--- src/rtl/lcd_pkg.sv ---
// Shared definitions for the HD44780 bus writer: command bytes, FSM encoding,
// 50 MHz default timings and small helpers used by the writer.
package lcd_pkg;

  localparam logic [7:0] CMD_CLEAR     = 8'h01;
  localparam logic [7:0] CMD_HOME      = 8'h02;
  localparam logic [7:0] CMD_ENTRY_INC = 8'h06;
  localparam logic [7:0] CMD_DISP_ON   = 8'h0C;
  localparam logic [7:0] CMD_FUNC_8B2L = 8'h38;

  typedef enum logic [2:0] {
    ST_POWERUP = 3'd0,
    ST_IDLE    = 3'd1,
    ST_SETUP   = 3'd2,
    ST_EN_HIGH = 3'd3,
    ST_HOLD    = 3'd4,
    ST_EXEC    = 3'd5
  } lcd_state_e;

  localparam int DEF_T_POWERUP = 2_000_000;
  localparam int DEF_T_SETUP   = 4;
  localparam int DEF_T_EN      = 16;
  localparam int DEF_T_HOLD    = 4;
  localparam int DEF_T_EXEC    = 2_000;
  localparam int DEF_T_CLEAR   = 82_000;

  function automatic int lcd_max(input int a, input int b);
    return (a > b) ? a : b;
  endfunction

  // Clear (0x01) and return-home (0x02/0x03) need the long execution wait.
  function automatic logic lcd_is_slow(input logic rs, input logic [7:0] data);
    return (!rs) && (data[7:2] == 6'b000000) && (data != 8'h00);
  endfunction

endpackage

--- src/rtl/lcd_delay_counter.sv ---
// Loadable down-counter that parks at zero; o_zero flags the last cycle of a
// timed phase.
module lcd_delay_counter #(
  parameter int               WIDTH     = 8,
  parameter logic [WIDTH-1:0] RST_VALUE = '0
) (
  input  logic             clk,
  input  logic             rst_n,
  input  logic             i_load,
  input  logic [WIDTH-1:0] i_value,
  output logic             o_zero
);

  logic [WIDTH-1:0] r_count;

  // Count down toward zero, with load taking priority.
  always_ff @(posedge clk or negedge rst_n) begin
    if (!rst_n) begin
      r_count <= RST_VALUE;
    end else if (i_load) begin
      r_count <= i_value;
    end else if (r_count != '0) begin
      r_count <= r_count - WIDTH'(1);
    end else begin
      r_count <= r_count;
    end
  end

  assign o_zero = (r_count == '0);

endmodule

--- src/rtl/lcd_bus_writer.sv ---
// HD44780 physical bus stage: one {rs, byte} per handshake, with setup, E-pulse,
// hold and execution times produced by cycle counting.
module lcd_bus_writer
  import lcd_pkg::*;
#(
  parameter int T_POWERUP = DEF_T_POWERUP,
  parameter int T_SETUP   = DEF_T_SETUP,
  parameter int T_EN      = DEF_T_EN,
  parameter int T_HOLD    = DEF_T_HOLD,
  parameter int T_EXEC    = DEF_T_EXEC,
  parameter int T_CLEAR   = DEF_T_CLEAR
) (
  input  logic       clk,
  input  logic       rst_n,
  input  logic       req_valid,
  input  logic       req_rs,
  input  logic [7:0] req_data,
  output logic       req_ready,
  output logic       busy,
  output logic       lcd_rs,
  output logic       lcd_rw,
  output logic       lcd_en,
  output logic [7:0] lcd_data
);

  localparam int T_MAX = lcd_max(lcd_max(lcd_max(T_POWERUP, T_SETUP), lcd_max(T_EN, T_HOLD)),
                                 lcd_max(T_EXEC, T_CLEAR));
  localparam int CNT_W = $clog2(T_MAX) + 1;

  lcd_state_e       r_state;
  logic             r_req_ready;
  logic             r_busy;
  logic             r_lcd_rs;
  logic             r_lcd_rw;
  logic             r_lcd_en;
  logic [7:0]       r_lcd_data;
  logic             w_accept;
  logic             w_cnt_load;
  logic             w_cnt_zero;
  logic [CNT_W-1:0] w_cnt_value;

  // r_req_ready is only ever set in IDLE, so it doubles as the state qualifier.
  assign w_accept = req_valid && r_req_ready;

  // Reload the phase counter with N-1 on the edge that enters each timed state.
  always_comb begin
    w_cnt_load  = 1'b0;
    w_cnt_value = '0;
    case (r_state)
      ST_POWERUP: begin
        w_cnt_load = 1'b0;
      end
      ST_IDLE: begin
        if (w_accept) begin
          w_cnt_load  = 1'b1;
          w_cnt_value = CNT_W'(T_SETUP - 1);
        end else begin
          w_cnt_load = 1'b0;
        end
      end
      ST_SETUP: begin
        if (w_cnt_zero) begin
          w_cnt_load  = 1'b1;
          w_cnt_value = CNT_W'(T_EN - 1);
        end else begin
          w_cnt_load = 1'b0;
        end
      end
      ST_EN_HIGH: begin
        if (w_cnt_zero) begin
          w_cnt_load  = 1'b1;
          w_cnt_value = CNT_W'(T_HOLD - 1);
        end else begin
          w_cnt_load = 1'b0;
        end
      end
      ST_HOLD: begin
        if (w_cnt_zero) begin
          w_cnt_load  = 1'b1;
          w_cnt_value = lcd_is_slow(r_lcd_rs, r_lcd_data) ? CNT_W'(T_CLEAR - 1)
                                                          : CNT_W'(T_EXEC - 1);
        end else begin
          w_cnt_load = 1'b0;
        end
      end
      ST_EXEC: begin
        w_cnt_load = 1'b0;
      end
      default: begin
        w_cnt_load  = 1'b1;
        w_cnt_value = CNT_W'(T_POWERUP - 1);
      end
    endcase
  end

  lcd_delay_counter #(
    .WIDTH     (CNT_W),
    .RST_VALUE (CNT_W'(T_POWERUP - 1))
  ) u_delay (
    .clk     (clk),
    .rst_n   (rst_n),
    .i_load  (w_cnt_load),
    .i_value (w_cnt_value),
    .o_zero  (w_cnt_zero)
  );

  // Bus FSM with all outputs registered.
  always_ff @(posedge clk or negedge rst_n) begin
    if (!rst_n) begin
      r_state     <= ST_POWERUP;
      r_req_ready <= 1'b0;
      r_busy      <= 1'b1;
      r_lcd_rs    <= 1'b0;
      r_lcd_rw    <= 1'b0;
      r_lcd_en    <= 1'b0;
      r_lcd_data  <= 8'h00;
    end else begin
      r_lcd_rw <= 1'b0;
      case (r_state)
        ST_POWERUP: begin
          if (w_cnt_zero) begin
            r_state     <= ST_IDLE;
            r_req_ready <= 1'b1;
            r_busy      <= 1'b0;
          end
        end
        ST_IDLE: begin
          if (w_accept) begin
            r_state     <= ST_SETUP;
            r_req_ready <= 1'b0;
            r_busy      <= 1'b1;
            r_lcd_rs    <= req_rs;
            r_lcd_data  <= req_data;
          end
        end
        ST_SETUP: begin
          if (w_cnt_zero) begin
            r_state  <= ST_EN_HIGH;
            r_lcd_en <= 1'b1;
          end
        end
        ST_EN_HIGH: begin
          if (w_cnt_zero) begin
            r_state  <= ST_HOLD;
            r_lcd_en <= 1'b0;
          end
        end
        ST_HOLD: begin
          if (w_cnt_zero) begin
            r_state <= ST_EXEC;
          end
        end
        ST_EXEC: begin
          if (w_cnt_zero) begin
            r_state     <= ST_IDLE;
            r_req_ready <= 1'b1;
            r_busy      <= 1'b0;
          end
        end
        default: begin
          r_state     <= ST_POWERUP;
          r_req_ready <= 1'b0;
          r_busy      <= 1'b1;
          r_lcd_en    <= 1'b0;
        end
      endcase
    end
  end

  assign req_ready = r_req_ready;
  assign busy      = r_busy;
  assign lcd_rs    = r_lcd_rs;
  assign lcd_rw    = r_lcd_rw;
  assign lcd_en    = r_lcd_en;
  assign lcd_data  = r_lcd_data;

endmodule

--- config.mk ---
export PLATFORM = sky130hd
export DESIGN_NAME = lcd_bus_writer
export DESIGN_NICKNAME = d
export VERILOG_FILES = /design/src/rtl/lcd_pkg.sv /design/src/rtl/lcd_delay_counter.sv /design/src/rtl/lcd_bus_writer.sv
export SDC_FILE = /design/constraint.sdc
export NUM_CORES = 1
export LEC_CHECK = 0
export CAP_MARGIN = 20
export CORE_ASPECT_RATIO = 1.2
export CORE_UTILIZATION = 30
export DETAILED_ROUTE_END_ITERATION = 12
export HOLD_SLACK_MARGIN = 0.12
export PLACE_DENSITY = 0.5
export SLEW_MARGIN = 10
export SYNTH_ARGS = -nofsm -noshare
export SYNTH_HDL_FRONTEND = slang
export SYNTH_SLANG_ARGS = --single-unit
export TNS_END_PERCENT = 10
--- constraint.sdc ---
create_clock -name clk -period 2.8 [get_ports clk]
set_input_delay 0.28 -clock clk [delete_from_list [all_inputs] [get_ports clk]]
set_output_delay 0.28 -clock clk [all_outputs]
set_load 0.02 [all_outputs]
==> results.txt <==
----------------------------------------------------
[Yosys]
  Synth Instances ... 182
  Mean instance size in the synthesized netlist ... 10.6 sq um
  Cell area after technology mapping ... 1930 sq um
  Proportion of synthesized flip-flops having asynchronous set or reset ... 100%
  Most frequently used cell type in the post-synthesis netlist ... dfrtp_1
  Post-synthesis register bit count ... 37
  Count of synthesis-stage warnings from yosys ... 0
  Area share of the largest cell type after synthesis ... 29.8%
  Unique cell type count in the Yosys netlist ... 48
  Number of flops mapped to enable cells by yosys ... 0
  Commonest register cell after synthesis ... dfrtp_1
  Cell taking the most area after synthesis ... dfrtp_1
  Post-synth top cells ... dfrtp_1 (23), dfstp_2 (14), o21ai_0 (13)
  Synth Net Count ... 195
  Biggest area contributors in the synthesized netlist ... dfrtp_1 (30%), dfstp_2 (19%), mux2_2 (5.2%)
  Sequential area share after synthesis ... 48.8%

[Finish]
  Number of inserted filler cells in the final layout ... 664
  Final non-filler cell total ... 293
  Fraction of final layout cells sized beyond drive strength 1 ... 22.7%
  Diode count ... 0
  Post-route core utilization ... 38.9%
  Sequential cell area in the final layout ... 943 sq um
  Combined area of the multi-input logic cells ... 925 sq um
  Synth-to-Final Area Change ... 23.2%
  Final layout net count ... 223
  Final instance area ... 2380 sq um

[Power and ir drop]
  Leak ... 0.928 nW
  Maximum resistive drop on vdd ... 0.206 mV
  Overall power consumption ... 1.05 mW
  Power per cell area ... 443 nW/um^2

[Hold path]
  Hold_sp ... busy
  Class of the tightest hold or removal check ... flop to flop
  Hold path depth ... 2
  Endpoint, Worst Hold ... busy

[Placement]
  Worst slack, placed ... 416 ps
  Post-detail-place hpwl ... 2990 um
  Gpl congestion ... 0.774
  Cell total after placement ... 284
  # port buffers ... 23
  Cell area after placement ... 2250 sq um

[Clock network]
  Later-pin clock latency in the skew report ... 290 ps
  Clock root buffer ... clkbuf_8
  Clock Sinks ... 37
  Worst-case clock buffer depth ... 2
  Post-cts gate resize count ... 0
  Number of buffers created by CTS ... 5
  Clock tree from TritonCTS ... built
  Number of setup buffers added after CTS ... 0
  Number of buffers inserted for hold repair after clock tree synthesis ... 1
  CTS H-tree lvls ... 2
  Clock-pin transition on the worst setup and hold timing paths ... 80 ps

[Critical path]
  R2R setup slack ... 380 ps
  Critical path start-end classification ... flop to flop
  Data required time of the worst path ... 2990 ps
  Endpoint of the lowest-slack register-to-register path ... u_delay.r_count[21]
  Arrival time at the worst endpoint ... 2610 ps
  Nature of the critical path startpoint ... flop
  Maximum fanout encountered on the critical timing path ... 7
  Reg2Reg Launch Point ... u_delay.r_count[0]
  Number of cells on the worst reg-to-reg path ... 7
  Type of destination of the critical path ... flop

[Timing]
  Setup ws final ... 382 ps
  Smallest hold slack ... 474 ps
  Unrepaired setup endpoints after global routing ... no
  Final number of hold-violating endpoints ... 0
  Share of the clock period used by the worst path ... 86.4%
  Worst-case headroom to the max-slew limit ... 44.8%
  Clock skew after layout ... 9.85 ps
  Total Negative Setup Slacks ... 0 ps
  Highest clock frequency the design can meet ... 0.414 GHz
  Slew Limit Fails ... 0
  Min Clock Period, post-route ... 2420 ps
  Measured slew at the worst slew-check pin ... 828 ps
  Final setup fails ... 0

[Routing]
  Pre-Repair DR Iteration Count ... 4
  Number of DRC violations after detailed routing ... 0
  Via count ... 1511
  Vias per inst ... 5.16
  Detailed-route wire length per cell ... 14.2 um
  Detailed-route wire length ... 4170 um
  Violation count after the first detailed-route iteration ... 57
  DRT antenna net count ... 0

[Flow run]
  Reported max-cap violation count ... 0

[Floorplan]
  Floorplan row count ... 31
  Die H ... 90.0 um
  DIE AREA ... 6770 sq um
  Die X ... 75.3 um
  Ports ... 25
  Effective utilization at floorplan ... 31.6%
  Core ar. ... 6130 sq um

[GRT]
  Global-route total usage across every layer ... 14.1%
  Initial antenna violation count ... 0
  Wire length of the first global-routing pass ... 7350 um
  Total global routing overflow ... 0
  Vias in the first global route ... 1530
  Maximum number of pins on one net before global-route repair ... 38

[Status]
  Run status ... complete, no violations

----------------------------------------------------
-- layer usage --
layer	global-route usage [%]	vias up	part of all wire, %
li1	-	730	-
met1	18.7	747	46
met2	21.8	27	49
met3	3.14	7	3.7
met4	5.86	0	2.0
met5	0	-	0
-- cells by family (layout without fill, tap and decap cells) --
| group | after synthesis | in the layout | synth area share, % |
|---|---|---|---|
| AOI/OAI and AO/OA | 46 | 46 | 15.7 |
| other | 1 | 1 | 0.194 |
| muxes | 9 | 9 | 5.24 |
| DFF | 37 | 37 | 48.8 |
| buffers and inverters | 14 | 43 | 3.43 |
| adders and majority gates | 1 | 1 | 0.647 |
| xor gates and xnor gates | 13 | 13 | 5.89 |
| and+or+nand+nor | 61 | 61 | 20.2 |
-- worst max-delay path by stage --
stage                   startpoint                  end  slack, ps  cells after the start
6_report        u_delay.r_count[0]  u_delay.r_count[21]        380                      7
5_1_grt         u_delay.r_count[0]  u_delay.r_count[21]        210                      7
4_1_cts         u_delay.r_count[0]  u_delay.r_count[21]        400                      7
3_5_place_dp    u_delay.r_count[0]  u_delay.r_count[21]        420                      7
3_3_place_gp    u_delay.r_count[0]  u_delay.r_count[21]        410                      7
2_1_floorplan  u_delay.r_count[16]                 busy        820                      6
-- flip-flops by register name, indices dropped and copies added, names as in the netlist --
| signal | count |
|---|---|
| r_state | 3 |
| lcd_en | 1 |
| u_delay.r_count | 22 |
| busy | 1 |
| lcd_rs | 1 |
| lcd_data | 8 |
| req_ready | 1 |
-- layout make-up --
cell class / instances / area share, %
clock inverter: 2 / 1.58
tap: 82 / 4.31
multi-input combinational: 131 / 38.8
inverter: 7 / 1.10
timing repair buffer: 28 / 11.1
sequential: 37 / 39.6
clock buffer: 6 / 3.47
-- worst max-delay path, cell delays in order (launching register included) --
cell	delay (ps)
dfstp_2	400
inv_1	60
ha_1	170
nor3b_2	390
nand4_1	410
o21ai_1	490
nand2_1	140
a31o_2	260
-- report_power, final --
part | total [mW] | leakage (nW) | switching, mW | internal (mW)
logic | 0.0269 | 0.418 | 0.0133 | 0.0136
registers | 0.535 | 0.452 | 0 | 0.535
clock network | 0.492 | 0.0574 | 0.203 | 0.290
total | 1.05 | 0.928 | 0.216 | 0.838
-- layout by cell type (no fill, tap or decap), types with 7 or more instances in the layout --
master / Yosys / final
dfstp_2: 14 / 14
nor3_1: 7 / 7
dfrtp_1: 23 / 23
nor2_1: 9 / 9
inv_1: 7 / 7
mux2_2: 9 / 9
clkdlybuf4s50_1: 0 / 22
nand3_1: 7 / 7
xnor2_1: 8 / 8
o21ai_0: 13 / 13
nand2_1: 8 / 8
Power figures use the tool's default switching activity.
